$ cat src/rtl/reaction_ctrl_pkg.sv
// Shared types and default sizing for the reaction timer controller.
// The state enum is common to the controller and anything that decodes its phase.
package reaction_pkg;

  typedef enum logic [2:0] {
    IDLE,
    WAIT,
    GO,
    DONE,
    EARLY,
    TOUT
  } rc_state_t;

  localparam int unsigned DEF_TICK_DIV = 100000;
  localparam int unsigned DEF_MAX_MS   = 9999;
  localparam int unsigned DEF_TIME_W   = 14;

endpackage

$ cat src/rtl/reaction_ctrl_ms_tick_gen.sv
// Millisecond prescaler: emits a one-cycle tick every TICK_DIV clocks.
// A synchronous clear restarts the period so the first tick lands TICK_DIV cycles later.
module ms_tick_gen
  import reaction_pkg::*;
#(
  parameter int unsigned TICK_DIV = DEF_TICK_DIV
) (
  input  logic clk,
  input  logic reset,
  input  logic clr,
  output logic tick
);

  localparam int unsigned CNT_W = $clog2(TICK_DIV);
  localparam logic [CNT_W-1:0] LAST = CNT_W'(TICK_DIV - 1);

  logic [CNT_W-1:0] r_count;

  always_ff @(posedge clk or posedge reset) begin
    if (reset) begin
      r_count <= '0;
    end else if (clr || (r_count == LAST)) begin
      r_count <= '0;
    end else begin
      r_count <= r_count + CNT_W'(1);
    end
  end

  assign tick = (r_count == LAST);

endmodule

$ cat src/rtl/reaction_ctrl.sv
// Reaction timer sequencer: random wait, GO indication, millisecond response measurement.
// Outputs are registered and change on the same edge as the state transition that sets them.
module reaction_ctrl
  import reaction_pkg::*;
#(
  parameter int unsigned TICK_DIV = DEF_TICK_DIV,
  parameter int unsigned MAX_MS   = DEF_MAX_MS,
  parameter int unsigned TIME_W   = DEF_TIME_W
) (
  input  logic              clk,
  input  logic              reset,
  input  logic              start_btn,
  input  logic              stop_btn,
  input  logic              rwait_done,
  output logic              start_rwait,
  output logic              led_go,
  output logic [TIME_W-1:0] rtime,
  output logic              rtime_valid,
  output logic              early,
  output logic              timeout,
  output logic              busy
);

  localparam logic [TIME_W-1:0] MS_LIMIT = TIME_W'(MAX_MS);

  rc_state_t         r_state;
  logic [TIME_W-1:0] r_msCount;
  logic [TIME_W-1:0] r_rtime;
  logic              r_startRwait;
  logic              r_ledGo;
  logic              r_rtimeValid;
  logic              r_early;
  logic              r_timeout;
  logic              r_busy;

  logic              w_tick;
  logic              w_tickClr;

  // Restart the prescaler on the very edge that enters GO, so the first tick is a full period away.
  assign w_tickClr = (r_state == WAIT) && !stop_btn && rwait_done;

  ms_tick_gen #(
    .TICK_DIV(TICK_DIV)
  ) u_tick (
    .clk  (clk),
    .reset(reset),
    .clr  (w_tickClr),
    .tick (w_tick)
  );

  always_ff @(posedge clk or posedge reset) begin
    if (reset) begin
      r_state      <= IDLE;
      r_msCount    <= '0;
      r_rtime      <= '0;
      r_startRwait <= 1'b0;
      r_ledGo      <= 1'b0;
      r_rtimeValid <= 1'b0;
      r_early      <= 1'b0;
      r_timeout    <= 1'b0;
      r_busy       <= 1'b0;
    end else begin
      case (r_state)
        IDLE, DONE, EARLY, TOUT: begin
          if (start_btn) begin
            r_state      <= WAIT;
            r_startRwait <= 1'b1;
            r_busy       <= 1'b1;
            r_rtimeValid <= 1'b0;
            r_early      <= 1'b0;
            r_timeout    <= 1'b0;
          end
        end
        // A press in the same cycle as wait expiry is a foul: GO was never visible.
        WAIT: begin
          if (stop_btn) begin
            r_state      <= EARLY;
            r_startRwait <= 1'b0;
            r_busy       <= 1'b0;
            r_early      <= 1'b1;
            r_rtime      <= '0;
          end else if (rwait_done) begin
            r_state      <= GO;
            r_startRwait <= 1'b0;
            r_ledGo      <= 1'b1;
            r_msCount    <= '0;
          end
        end
        GO: begin
          if (stop_btn) begin
            r_state      <= DONE;
            r_ledGo      <= 1'b0;
            r_busy       <= 1'b0;
            r_rtimeValid <= 1'b1;
            r_rtime      <= r_msCount;
          end else if (w_tick) begin
            if (r_msCount == MS_LIMIT) begin
              r_state   <= TOUT;
              r_ledGo   <= 1'b0;
              r_busy    <= 1'b0;
              r_timeout <= 1'b1;
              r_rtime   <= MS_LIMIT;
            end else begin
              r_msCount <= r_msCount + TIME_W'(1);
            end
          end
        end
        default: begin
          r_state      <= IDLE;
          r_startRwait <= 1'b0;
          r_ledGo      <= 1'b0;
          r_busy       <= 1'b0;
        end
      endcase
    end
  end

  assign start_rwait = r_startRwait;
  assign led_go      = r_ledGo;
  assign rtime       = r_rtime;
  assign rtime_valid = r_rtimeValid;
  assign early       = r_early;
  assign timeout     = r_timeout;
  assign busy        = r_busy;

endmodule

$ cat config.mk
export PLATFORM = sky130hd
export DESIGN_NAME = reaction_ctrl
export DESIGN_NICKNAME = d
export VERILOG_FILES = /design/src/rtl/reaction_ctrl_pkg.sv /design/src/rtl/reaction_ctrl_ms_tick_gen.sv /design/src/rtl/reaction_ctrl.sv
export SDC_FILE = /design/constraint.sdc
export NUM_CORES = 1
export LEC_CHECK = 0
export CAP_MARGIN = 40
export CORE_MARGIN = 2
export CORE_UTILIZATION = 51
export DETAILED_ROUTE_END_ITERATION = 12
export GPL_ROUTABILITY_DRIVEN = 0
export PLACE_DENSITY = 0.73
export REMOVE_ABC_BUFFERS = 1
export SLEW_MARGIN = 25
export SYNTH_ARGS = -nofsm -noshare
export SYNTH_HDL_FRONTEND = slang
export SYNTH_SLANG_ARGS = --single-unit
$ cat constraint.sdc
create_clock -name clk -period 2.2 [get_ports clk]
set_input_delay 0.44 -clock clk [delete_from_list [all_inputs] [get_ports clk]]
set_output_delay 0.44 -clock clk [all_outputs]
set_load 0.1 [all_outputs]
**Yosys cells after proc, flatten, opt, wreduce, memory -nomap -nowiden**

Index checks and enable logic that the tools add are counted.

- Multiplexer cells: 39
- Eq/ne operators: 19
- Reductions and logical operators: 18
- $add $sub $neg: 2
- Bitwise logic cells: 2

Operators with widths:

| operator | number |
|---|---|
| 14-bit 2-to-1 mux | 9 |
| 14-bit one-hot mux with 2 select lines | 2 |
| 3-bit 2-to-1 mux | 6 |
| 17-bit by 1-bit adder with 17-bit output, second input constant | 1 |
| 17-bit == test, second input constant | 1 |
| 17-bit 2-to-1 mux | 1 |
| 2-bit inequality test, second input constant | 8 |
| 14-bit by 1-bit adder with 14-bit output, second input constant | 1 |
| 14-bit == test, second input constant | 1 |
| 1-bit 2-to-1 mux | 14 |
| 4-bit AND reduction | 3 |
| 5-bit AND reduction | 2 |
| 1-bit one-hot mux with 3 select lines | 3 |
| 3-bit one-hot mux with 3 select lines | 1 |
| 3-bit AND reduction | 3 |
| 3-bit by 2-bit == test with 1-bit output, second input constant | 2 |
| 3-bit == test, second input constant | 2 |
| 3-bit inequality test, second input constant | 2 |
| 1-bit one-hot mux with 2 select lines | 3 |
| 6-bit AND reduction | 1 |
| 2-bit nonzero test | 3 |
| 4-bit OR reduction | 1 |
| 3-bit by 1-bit == test with 1-bit output, second input constant | 1 |
| 3-bit zero test | 1 |
| other kinds (6) | 8 |

- Logic and storage cells: 90
- Register bits after elaboration: 54
- Bits of input ports: 5
- Output and inout bits: 20

**Longest topological paths before layout**

- Depth after elaboration: 5
- Depth in mapped cells: 9
- Depth with buffers taken out: 6

**Hierarchy**

A second synthesis with hierarchy kept.

- Cell total of the unflattened synthesis: 307
- Area, all modules: 3041.7 µm²

By module, submodules not included:

| module | times used | cells an instance | area an instance (µm²) |
|---|---|---|---|
| reaction_ctrl | 1 | 217 | 2155.8 |
| ms_tick_gen | 1 | 90 | 885.8 |

**Least setup slack after synthesis**

No wires, ideal clock.

- Kind: reg-to-reg
- Start: reg u_tick.r_count[13]
- End: reg r_msCount[10]
- Path slack: 118 ps
- Data arrival time: 1947 ps
- Data required time: 2064 ps
- Cell stages (with the launch flop): 6
- Buffers on the path: 0
- Library setup time: 136 ps
- Period minus slack after synthesis: 2082 ps
- Path through: dfrtp_1 -> or4_4 -> nor4_4 -> nand3_2 -> o311ai_1 -> o41ai_1

- Word-level cells in the longest chain between the ends: 3

RTL lines:

| what | RTL line | RTL |
|---|---|---|
| from (decl) | reaction_ctrl_ms_tick_gen.sv:17 | `logic [CNT_W-1:0] r_count;` |
| from (signal assigned) | reaction_ctrl_ms_tick_gen.sv:25 | `r_count <= r_count + CNT_W'(1);` |
| 17-bit == test | reaction_ctrl_ms_tick_gen.sv:29 | `assign tick = (r_count == LAST);` |
| 2-bit by 1-bit inequality test with 1-bit output (no source line) | n/a |  |
| 6-bit AND reduction (no source line) | n/a |  |
| to (signal assigned) | reaction_ctrl.sv:104 | `r_msCount <= r_msCount + TIME_W'(1);` |
| to (decl) | reaction_ctrl.sv:27 | `logic [TIME_W-1:0] r_msCount;` |

Every way passes these cells.
A chain may end at the register's enable or synchronous reset.

**Worst setup path in the final report**

- Start: reg u_tick.r_count[11]
- End: reg r_rtime[4] (netlist: rtime[4])

- Word-level cells in the longest chain between the ends: 3

RTL lines:

| what | RTL line | RTL |
|---|---|---|
| 17-bit == test | reaction_ctrl_ms_tick_gen.sv:29 |  |
| 3-bit by 2-bit inequality test with 1-bit output (no source line) | n/a |  |
| 4-bit AND reduction (no source line) | n/a |  |
| to (signal assigned) | reaction_ctrl.sv:95 | `r_rtime <= r_msCount;` |
| to (decl) | reaction_ctrl.sv:28 | `logic [TIME_W-1:0] r_rtime;` |

Every way passes these cells.

==> impl_metrics.ini <==
[run_status]
status = complete, no violations

[setup_path]
reg2reg_slack_ns = 0.06
rr_worst_depth = 5
critPathLaunchType = flop
crit_fanout = 6
required_ns = 2.41
cp-end-kind = flop
crit_type = flop to flop
r2r_end = rtime[4]$_DFFE_PP0P_
critPathArrivalTime_ns = 2.34
r2r-start = u_tick.r_count[11]$_DFF_PP0_

[timing]
hold_viol_final = 0
finalSetupViolCount = 0
drv_slew = 0
worst_slew_pin_slew_ns = 0.438
max_slew_margin = 0.708
hold_ws_ns = 0.483
finalCritPeriodShare = 0.971
rsz0062_at_grt = yes
worst_clock_skew_ns = 0.00842
fmax_ghz = 0.468
fin_crit_ns = 2.14

[clocking]
cts_max_path_buffers = 2
htree_levels = 2
cts_resized = 0
cts_tree = done
cts_buffers = 5
cts.clk_slew.worst_paths_ns = 0.10
clk_latency_ns = 0.31
cts_root_buffer = clkbuf_8
clock-sinks = 54

[logic_synthesis]
synth_area_mm2 = 0.00269
synth_xor_area_frac = 0.0521
ys_seq_area_frac = 0.503
ys_seq_elements = 54
synth_top_family_by_area = simple AND/OR/NAND/NOR gates
yosys.area_share.adder = 0.00931
ys_warn_count = 0
muxShareOfSynthArea = 0
avgSynthCellArea_um2 = 10.2
synth-compound-area-share = 0.192
syn_inst = 264
synth_top_cell_by_area = dfrtp_1
synthTopCellsByArea = dfrtp_1 (50%), xor2_1 (4.6%), nor2_1 (3.6%)
synthTopCellsByCount = dfrtp_1 (54), nor2_1 (26), nand2_1 (18)
synthFlopType = dfrtp_1
synth_edf_count = 0
synth_cell_types = 48
synthArstFlopShare = 1.00
synth_top_area_share = 0.503
synth_simple_gate_area_frac = 0.215
synth.most_common_cell = dfrtp_1

[final_layout]
diodes = 0
instances_no_fill = 379
fin_area_mm2 = 0.00322
area_growth_pct = 19.9
nets = 316
drive_above_1_share = 0.201

[detailed_routing]
drc_errors = 0
avgViaCountPerCell = 5.81
dr.pass1.iters = 4
antenna_left = 0
drtIter0Drc = 130
wl_per_cell_um = 15.5
wl_mm = 5.89
via_count = 2202

[power_and_ir_drop]
powerDensity_mw_per_mm2 = 933
vdd_drop_max_mv = 0.945
p_leak_uw = 0.00148

[place]
placedInstanceArea_mm2 = 0.00314
placedCellCount = 372
dpl.hpwl_mm = 4.16
io_buffer_count = 24

[floorplan]
fp.coreArea_mm2 = 0.00511
fp-row-count = 26
start_util = 0.526
fp.dieH_um = 76.6
die_area_mm2 = 0.00587
io_pins = 25
fp.dieW_um = 76.6

[grt]
grt_pass1_wl_mm = 10.0
grt_use_total = 0.211
grt_overflow = 0
antenna_found_initial = 0
grt_max_degree = 55
grt_pass1_vias = 2107

[min_path]
hold_path_class = input port to async pin

[run]
max-cap-violations = 0
-- where the power goes --
group	total [µW]	internal (µW)	switching [µW]
Clock	542	219	323
Sequential	1310	1130	177
Combinational	1160	374	782
-- cell usage in the layout (no fill, tap or decap), drive strengths merged, types with 3 or more instances in the layout --
cell / netlist / final
nor3: 3 / 3
and4: 4 / 4
dfrtp: 54 / 54
o311ai: 3 / 3
nor4: 4 / 4
and3: 8 / 8
o21ai: 7 / 7
nand4: 7 / 7
nand2: 18 / 18
nor2: 26 / 26
a22o: 6 / 6
o41ai: 3 / 3
a221o: 8 / 8
o211ai: 7 / 7
buf: 6 / 48
xor2: 14 / 14
clkbuf: 8 / 6
a21oi: 8 / 8
nand2b: 3 / 3
or2: 3 / 3
clkdlybuf4s50: 0 / 4
nand3: 19 / 19
inv: 5 / 5
o31ai: 10 / 10
a211oi: 3 / 3
-- metal layers --
metal,part of all wire,GRT usage
met5,0,0
met4,0.013,0.0636
met3,0.024,0.0379
met2,0.47,0.331
met1,0.50,0.300
-- stage by stage --
step	power (µW)	setup TNS [ns]	utilization	setup slack (ns)
global placement	2460	0	0.615	0.0326
CTS	3020	0	0.631	0.0309
detailed placement	2490	0	0.615	0.0176
floorplan	2140	0	-	0.0788
finish	3010	0	0.631	0.0643
global route	3180	-0.171	0.631	-0.0336
-- sequential cells by signal, indices dropped and copies added (netlist names) --
signal,count
rtime_valid,1
u_tick.r_count,17
rtime,14
timeout,1
r_msCount,14
start_rwait,1
early,1
r_state,3
led_go,1
busy,1
-- layout make-up --
cell class	instances	area (µm²)
well taps	70	87.6
clock buffers	6	72.6
multi-input cells	191	1260
flip-flops and latches	54	1350
clock inverters	1	7.51
inverters	5	18.8
repair buffers	52	425
fillers	435	1880
-- critical path, stage by stage (launching register included) --
cell and delay, ns:
dfrtp_1 0.43, or4_4 0.55, nor4_2 0.34, a21oi_1 0.11, a211o_1 0.38, a22o_1 0.22
-- cells by family after synthesis --
kind of cell / count (synthesis)
simple gates: 105
compound gates: 68
flops: 54
buf+inv: 19
xor+xnor: 16
fa+ha+maj: 2
-- repair_timing --
action	CTS	global route
setup endpoints to repair	0	30
setup buffers	0	0
hold buffers	0	0
-- worst max path at each step --
| stage | from | end | slack, ns | cells after the start |
|---|---|---|---|---|
| after floorplan | r_state[1]$_DFFE_PP0P_ | u_tick.r_count[10]$_DFF_PP0_ | 0.08 | 5 |
| after global placement | rwait_done | r_msCount[8]$_DFFE_PP0P_ | 0.03 | 8 |
| final | u_tick.r_count[11]$_DFF_PP0_ | rtime[4]$_DFFE_PP0P_ | 0.06 | 5 |
| after global routing | u_tick.r_count[11]$_DFF_PP0_ | rtime[4]$_DFFE_PP0P_ | -0.03 | 5 |
| after CTS | u_tick.r_count[11]$_DFF_PP0_ | rtime[10]$_DFFE_PP0P_ | 0.03 | 5 |
| after detailed placement | rwait_done | r_msCount[6]$_DFFE_PP0P_ | 0.02 | 8 |
Power figures use the tool's default switching activity.
